File: src/rtl/seg7_scan.sv
// Two-digit multiplexed 7-segment hex display fed from an 8-bit count; one value snapshot per frame.
// Optional leading-zero blanking of the high digit when SEG7_LZB_EN is defined.
module seg7_scan #(
    parameter int SCAN_DIV = 50000,
    parameter int GAP_CYC  = 16,
    parameter bit CA       = 1'b1
) (
    input  logic       clk,
    input  logic       reset,
    input  logic [7:0] value,
    output logic [6:0] hex,
    output logic [1:0] dig,
    output logic       frame
);

    localparam int MAX_DUR = (SCAN_DIV > GAP_CYC) ? SCAN_DIV : GAP_CYC;
    localparam int CW      = (MAX_DUR > 1) ? $clog2(MAX_DUR) : 1;
    localparam logic [CW-1:0] SCAN_LAST = CW'(SCAN_DIV - 1);
    localparam logic [CW-1:0] GAP_LAST  = CW'(GAP_CYC - 1);
    localparam logic [6:0] HEX_OFF = CA ? 7'h7F : 7'h00;
    localparam logic [1:0] DIG_OFF = CA ? 2'b11 : 2'b00;

    typedef enum logic [1:0] {S_D0, S_GAP0, S_D1, S_GAP1} state_t;

    state_t        r_state;
    state_t        w_state_nxt;
    logic [CW-1:0] r_cnt;
    logic [CW-1:0] w_cnt_nxt;
    logic [7:0]    r_snap;
    logic          w_last;
    logic          w_blank1;
    logic [6:0]    w_hex_ah;
    logic [1:0]    w_dig_ah;
    logic          w_frame_nxt;

    function automatic logic [6:0] seg_decode(input logic [3:0] n);
        logic [6:0] s;
        case (n)
            4'h0: s = 7'h3F;  4'h1: s = 7'h06;  4'h2: s = 7'h5B;  4'h3: s = 7'h4F;
            4'h4: s = 7'h66;  4'h5: s = 7'h6D;  4'h6: s = 7'h7D;  4'h7: s = 7'h07;
            4'h8: s = 7'h7F;  4'h9: s = 7'h6F;  4'hA: s = 7'h77;  4'hB: s = 7'h7C;
            4'hC: s = 7'h39;  4'hD: s = 7'h5E;  4'hE: s = 7'h79;  default: s = 7'h71;
        endcase
        return s;
    endfunction

`ifdef SEG7_LZB_EN
    assign w_blank1 = (r_snap[7:4] == 4'h0);
`else
    assign w_blank1 = 1'b0;
`endif

    // Next-state: each state holds for its duration, then the fixed cycle advances.
    always_comb begin
        w_state_nxt = r_state;
        w_cnt_nxt   = r_cnt + CW'(1);
        w_last      = (r_state == S_D0 || r_state == S_D1) ? (r_cnt == SCAN_LAST)
                                                          : (r_cnt == GAP_LAST);
        if (w_last) begin
            w_cnt_nxt = '0;
            case (r_state)
                S_D0:    w_state_nxt = S_GAP0;
                S_GAP0:  w_state_nxt = S_D1;
                S_D1:    w_state_nxt = S_GAP1;
                default: w_state_nxt = S_D0;
            endcase
        end
    end

    // Output decode in active-high form; polarity applied when loading the output flops.
    always_comb begin
        w_hex_ah    = 7'h00;
        w_dig_ah    = 2'b00;
        w_frame_nxt = (r_state == S_D0) && (r_cnt == '0);
        case (r_state)
            S_D0: begin
                w_dig_ah = 2'b01;
                w_hex_ah = seg_decode(r_snap[3:0]);
            end
            S_D1: begin
                if (!w_blank1) begin
                    w_dig_ah = 2'b10;
                    w_hex_ah = seg_decode(r_snap[7:4]);
                end
            end
            default: ;
        endcase
    end

    always_ff @(posedge clk or posedge reset) begin
        if (reset) begin
            r_state <= S_GAP1;
            r_cnt   <= '0;
        end else begin
            r_state <= w_state_nxt;
            r_cnt   <= w_cnt_nxt;
        end
    end

    always_ff @(posedge clk or posedge reset) begin
        if (reset) begin
            r_snap <= 8'h00;
            hex    <= HEX_OFF;
            dig    <= DIG_OFF;
            frame  <= 1'b0;
        end else begin
            if (r_state == S_GAP1 && w_last)
                r_snap <= value;
            hex   <= CA ? ~w_hex_ah : w_hex_ah;
            dig   <= CA ? ~w_dig_ah : w_dig_ah;
            frame <= w_frame_nxt;
        end
    end

endmodule

File: config.mk
export PLATFORM = sky130hd
export DESIGN_NAME = seg7_scan
export DESIGN_NICKNAME = d
export VERILOG_FILES = /design/src/rtl/seg7_scan.sv
export SDC_FILE = /design/constraint.sdc
export NUM_CORES = 1
export LEC_CHECK = 0
export CAP_MARGIN = 20
export CORE_MARGIN = 1
export CORE_UTILIZATION = 51
export DETAILED_ROUTE_END_ITERATION = 16
export PLACE_DENSITY = 0.75
export SLEW_MARGIN = 40
export SYNTH_ARGS = -nofsm -noshare
export SYNTH_HDL_FRONTEND = slang
export SYNTH_SLANG_ARGS = --single-unit
File: constraint.sdc
create_clock -name clk -period 1.7 [get_ports clk]
set_clock_uncertainty 0.1 [all_clocks]
set_input_delay 0.34 -clock clk [delete_from_list [all_inputs] [get_ports clk]]
set_output_delay 0.34 -clock clk [all_outputs]
set_load 0.01 [all_outputs]
After elaboration in Yosys (flattened, before gate mapping)
Memories as Yosys holds them, arrays and structs flattened.
Cells that the tools add are included.
W data, S select, Z words.
{"block": "op_classes", "addsub": 1, "n_mux": 5, "n_eq_ne": 5, "reduce_logical": 5, "bitwise": 2}
{"cell": "$add A16 B1 Y16 const B", "count": 1}
{"cell": "$eq A16 B16 Y1 const B", "count": 1}
{"cell": "$eq A16 B4 Y1 const B", "count": 1}
{"cell": "$logic_not A16 Y1", "count": 1}
{"cell": "$mux W16", "count": 1}
{"cell": "$pmux W7 S2", "count": 1}
{"cell": "$not A7 Y7", "count": 1}
{"cell": "$pmux W2 S3", "count": 1}
{"cell": "$eq A2 B2 Y1 const B", "count": 2}
{"cell": "$pmux W2 S2", "count": 1}
{"cell": "$eq A2 B1 Y1 const B", "count": 1}
{"cell": "$logic_and A1 B1 Y1", "count": 2}
{"cell": "$logic_not A2 Y1", "count": 1}
{"cell": "$not A2 Y2", "count": 1}
{"cell": "$logic_or A1 B1 Y1", "count": 1}
{"cell": "$mux W1", "count": 1}
{"block": "word_totals", "reg_bits": 36, "inputBits": 10, "elab_cells": 26, "out_inout_bits": 10, "mem_bits_ro": 224, "n_memories": 2}
{"name": "(no name shown)", "depth": 16, "word_bits": 7, "read_ports": 1, "rd_clocked_by_memory_dff": 0, "wr": 0, "line_no": "38", "text": "case (n)"}
{"name": "(no name shown)", "depth": 16, "word_bits": 7, "read_ports": 1, "rd_clocked_by_memory_dff": 0, "wr": 0, "line_no": "38"}

Longest topological paths before layout
{"block": "logic_depth", "word_depth": 4, "depth_mapped": 6}

Worst setup path before layout
No wires, ideal clock.
{"block": "synth_timing", "path_type": "flip-flop to flip-flop", "startpoint": "register r_cnt[0]", "endpoint": "register r_snap[1]", "setup_time_ns": 0.125, "path_stages_with_launch": 6, "t_arrival_ns": 1.566, "t_required_ns": 1.475, "slack_ns": -0.090, "n_path_buf": 0, "cell_sequence": "dfrtp_1 > ha_1 > and3_1 > nand4_1 > a21oi_4 > mux2_2"}
{"block": "synth_between", "elab_chain_len": 3, "elab_cells_between_ends": 4}
{"element": "from (decl)", "line_no": "27", "text": "logic [CW-1:0] r_cnt;"}
{"element": "from (signal assigned)", "line_no": "96", "text": "r_cnt <= w_cnt_nxt;"}
{"element": "$eq A16 B4 Y1 / $eq A16 B16 Y1 (equally long branches)", "line_no": "58, 57"}
{"element": "$mux W1 *", "line_no": "57", "text": "w_last = (r_state == S_D0 || r_state == S_D1) ? (r_cnt == SCAN_LAST)"}
{"element": "$logic_and A1 B1 Y1 *", "line_no": "107", "text": "if (r_state == S_GAP1 && w_last)"}
{"element": "to (signal assigned)", "line_no": "108", "text": "r_snap <= value;"}
{"element": "to (decl)", "line_no": "29", "text": "logic [7:0] r_snap;"}
Every way passes the cells marked *; elsewhere a longest branch is shown, timed or not.
A chain may end at the register's enable or synchronous reset.

Final worst setup path
{"block": "layout_timing", "startpoint": "register r_cnt[9]", "endpoint": "register r_snap[2]"}
The elaborated chain is that of the path after synthesis.

==> reports/qor.log <==
[yosys] most instantiated cells after synthesis sky130_fd_sc_hd__dfrtp_1, sky130_fd_sc_hd__nor2_1, sky130_fd_sc_hd__ha_1, sky130_fd_sc_hd__inv_1, sky130_fd_sc_hd__nand2_1
[worst_setup_path] Crit Path Category reg2reg
[worst_setup_path] end of the worst register-to-register path r_snap[2]
[worst_setup_path] crit end category register
[sta] unrepaired setup endpoints after global routing true
[detailed_routing] overall routed net length 4699 um
[clock_network] clock tree sinks 36
[sta] setup TNS -0.2294 ns
[detailed_routing] number of violations reported at the end of detailed-routing iteration 0 83
[yosys] post-synthesis cell area 2090 um2
[worst_setup_path] WP data arrival 1.81 ns
[yosys] average cell area after synthesis 10.29 um2
[worst_setup_path] Critical Path Start Type register
[clock_network] hold buffer count at cts 0
[floorplan] number of rows created at floorplan 22
[status] failing checks setup timing
[placed_design] Placer Congestion 0.8459
[cells_and_area] Layout Nets 287
[cells_and_area] share of post-route cells with drive strength above 1 0.3000
[yosys] proportion of register bits with asynchronous set or reset after synthesis 1.000
[cells_and_area] Filler cells 262
[sta] transition time of the tightest slew-check pin 0.3659 ns
[worst_setup_path] register-to-register setup slack -0.04 ns
[floorplan] overall die height 66.01 um
[clock_network] clock buffer count from CTS 5
[worst_setup_path] length in cells of the worst reg-to-reg path 5
[yosys] number of synthesis warnings 0
[clock_network] level count of the clock H-tree 2
[yosys] most frequent cell after synthesis sky130_fd_sc_hd__dfrtp_1
[flow_run] number of max-cap violations 0
[global_route] GRT Util Overall 0.2391
[floorplan] Die X-Extent 66.01 um
[sta] min setup slack post-route -0.04177 ns
[yosys] top cell type's share of synthesized area 0.2994
[sta] Max Clk Rate 574.1 MHz
[detailed_routing] wire per inst 15.26 um
[global_route] grt total ovfl 0
[sta] Final setup viols 8
[detailed_routing] detailed-routing iteration count for the pre-antenna-repair pass 5
[worst_setup_path] critical-path maximum fanout 4
[placed_design] count of buffers inserted at the top-level ports 19
[yosys] most instantiated flip-flop cell in the synthesis netlist sky130_fd_sc_hd__dfrtp_1
[global_route] antenna violations before repair 0
[yosys] Synth cell types 43
[worst_setup_path] capturing element of the worst setup path r_snap[2]
[worst_setup_path] Critical Path RT 1.76 ns
[status] status finished, violations left
[yosys] biggest area consumer among synthesized cells sky130_fd_sc_hd__dfrtp_1
[yosys] number of synthesized flops with an enable pin 0
[sta] max_slew headroom 0.7561
[cells_and_area] number of non-filler instances in the completed layout 308
[floorplan] Initial Util 0.5501
[global_route] vias in the first global route 1,587
[detailed_routing] count of vias placed by the detailed router 1,688
[floorplan] standard cell core area 3799 um2
[detailed_routing] average vias per placed instance 5.481
[placed_design] estimated wirelength of the detail-placed design 3384 um
[yosys] register bit count reported by yosys 36
[floorplan] area enclosed by the die boundary 4357 um2
[sta] Final Max Slew Viols 0
[sta] hold slack final 0.3033 ns
[worst_setup_path] CP Launch Point r_cnt[9]
[cells_and_area] Inserted Diodes 0
[yosys] number of cells produced by synthesis 203
[cells_and_area] area added between synthesis and finish 32.28%
[worst_setup_path] Worst R2R Start r_cnt[9]
[sta] clock period minus final worst setup slack 1.742 ns
[clock_network] CTS tree yes
[sta] final cycle utilization of the critical path 1.025
[detailed_routing] antenna violation net count after detailed routing 0
[power_and_ir_drop] Power Dens Cells 547.3 nW/um2
[clock_network] CTS clock-pin slew for the worst setup and hold paths 0.07 ns
[clock_network] Bufs on Longest Clock Path 2
[detailed_routing] final routed DRC violation total 0
[global_route] pin count of the biggest net entering global routing 37
[sta] final hold violations 0
[hold_path] type of the tightest min-delay check in2async
[placed_design] post-placement cell count 296
[global_route] global-route wire length before repair 7569 um
[yosys] part of the Yosys area used for sequential elements 0.4377
[yosys] ranking of synthesized cells by area sky130_fd_sc_hd__dfrtp_1, sky130_fd_sc_hd__dfstp_2, sky130_fd_sc_hd__ha_1
[floorplan] num ports 20
[power_and_ir_drop] peak ir drop on the vdd network 0.5690 mV
[power_and_ir_drop] Lkg Pwr 1.269 nW
[clock_network] clock network latency to the later pin of the worst-skew pair 0.28 ns
[clock_network] master cell of the clock root buffer sky130_fd_sc_hd__clkbuf_8
[yosys] Syn Nets 231
-- power breakdown --
group / internal, mW / total [mW] / switching (mW)
combinational: 0.0233 / 0.0436 / 0.0203
clock: 0.330 / 0.611 / 0.281
sequential: 0.858 / 0.858 / 0
-- cell type report --
| type | count | area [um2] | share of cell area |
|---|---|---|---|
| clock buffer | 8 | 90.09 | 0.03259 |
| inverter | 16 | 60.06 | 0.02173 |
| multi-input combinational | 144 | 1159 | 0.4192 |
| sequential | 36 | 914.6 | 0.3309 |
| tap | 48 | 60.06 | 0.02173 |
| timing repair buffer | 56 | 480.5 | 0.1738 |
-- how the worst min path moves through the flow --
| stage | start | end | slack (ns) |
|---|---|---|---|
| 6_report | reset | r_cnt[3] | 0.30 |
| 4_1_cts | reset | r_cnt[3] | 0.31 |
| 2_1_floorplan | value[0] | r_snap[0] | 0.37 |
| 5_1_grt | reset | r_cnt[3] | 0.31 |
| 3_3_place_gp | r_state[0] | r_state[0] | 0.42 |
| 3_5_place_dp | r_state[0] | r_state[0] | 0.43 |
-- sequential cells by signal (all words and copies together) (netlist names) --
signal   count
r_snap       8
r_state      2
r_cnt       16
frame        1
hex          7
dig          2
-- layout by cell type, fill, tap and decap left out, types with 3 or more instances in the layout --
master,synthesis,layout
sky130_fd_sc_hd__mux2_4,0,9
sky130_fd_sc_hd__inv_1,16,16
sky130_fd_sc_hd__dlygate4sd2_1,0,9
sky130_fd_sc_hd__ha_1,18,17
sky130_fd_sc_hd__nand4_1,7,7
sky130_fd_sc_hd__nand2_1,13,12
sky130_fd_sc_hd__clkbuf_8,0,6
sky130_fd_sc_hd__xor2_1,9,9
sky130_fd_sc_hd__buf_4,0,33
sky130_fd_sc_hd__nor2b_1,3,3
sky130_fd_sc_hd__a31oi_1,3,3
sky130_fd_sc_hd__o21ai_0,4,4
sky130_fd_sc_hd__xnor2_1,4,4
sky130_fd_sc_hd__a21oi_1,8,8
sky130_fd_sc_hd__o31ai_1,3,3
sky130_fd_sc_hd__clkdlybuf4s50_1,0,10
sky130_fd_sc_hd__dfstp_2,11,11
sky130_fd_sc_hd__nor2_1,20,20
sky130_fd_sc_hd__dfrtp_1,25,25
sky130_fd_sc_hd__nand3_1,7,4
sky130_fd_sc_hd__nand2b_1,3,3
sky130_fd_sc_hd__buf_6,0,3
sky130_fd_sc_hd__nand3_2,0,3
-- logic make-up after synthesis --
kind of cell | count (synthesis) | share of synthesized area
adder cells (fa/ha/maj) | 18 | 0.1078
XOR/XNOR | 13 | 0.05449
flip-flops | 36 | 0.4377
AND/OR/NAND/NOR | 68 | 0.1695
multiplexers | 14 | 0.07964
AO/OA/AOI/OAI | 31 | 0.1084
buffers and inverters | 23 | 0.04251
-- timing repair --
item | CTS | global route
endpoints found under the hold margin | 0 | 0
endpoints found under the setup margin | 17 | 21
buffers inserted | 2 | 2
pin swaps | 2 | 0
gates resized for setup | 19 | 7
gates cloned | 0 | 0
-- per-stage QoR --
| step | setup WS, ns | cell area (um2) | total power, mW | utilization |
|---|---|---|---|---|
| 3_5_place_dp | -0.07787 | 2592 | 0.9171 | 0.6825 |
| 2_1_floorplan | -0.03633 | 2113 | 0.8854 | - |
| 6_report | -0.04177 | 2764 | 1.513 | 0.7276 |
| 3_3_place_gp | -0.04149 | 2592 | 0.9160 | 0.6825 |
| 4_1_cts | -0.003091 | 2724 | 1.528 | 0.7171 |
| 5_1_grt | -0.08925 | 2764 | 1.580 | 0.7276 |
-- layer usage --
layer  track usage  share of wire
met2        0.3597           0.48
met4       0.05851         0.0074
met3       0.06552          0.056
met1        0.3408           0.46
met5             0              0
-- critical path, cell delays in order, from the launching register on --
cell and delay [ns]:
sky130_fd_sc_hd__dfrtp_1 0.43, sky130_fd_sc_hd__nand2_2 0.08, sky130_fd_sc_hd__or3_4 0.39, sky130_fd_sc_hd__a21oi_4 0.17, sky130_fd_sc_hd__buf_6 0.15, sky130_fd_sc_hd__mux2_4 0.30
No activity file was read; power rests on OpenSTA's default activity.
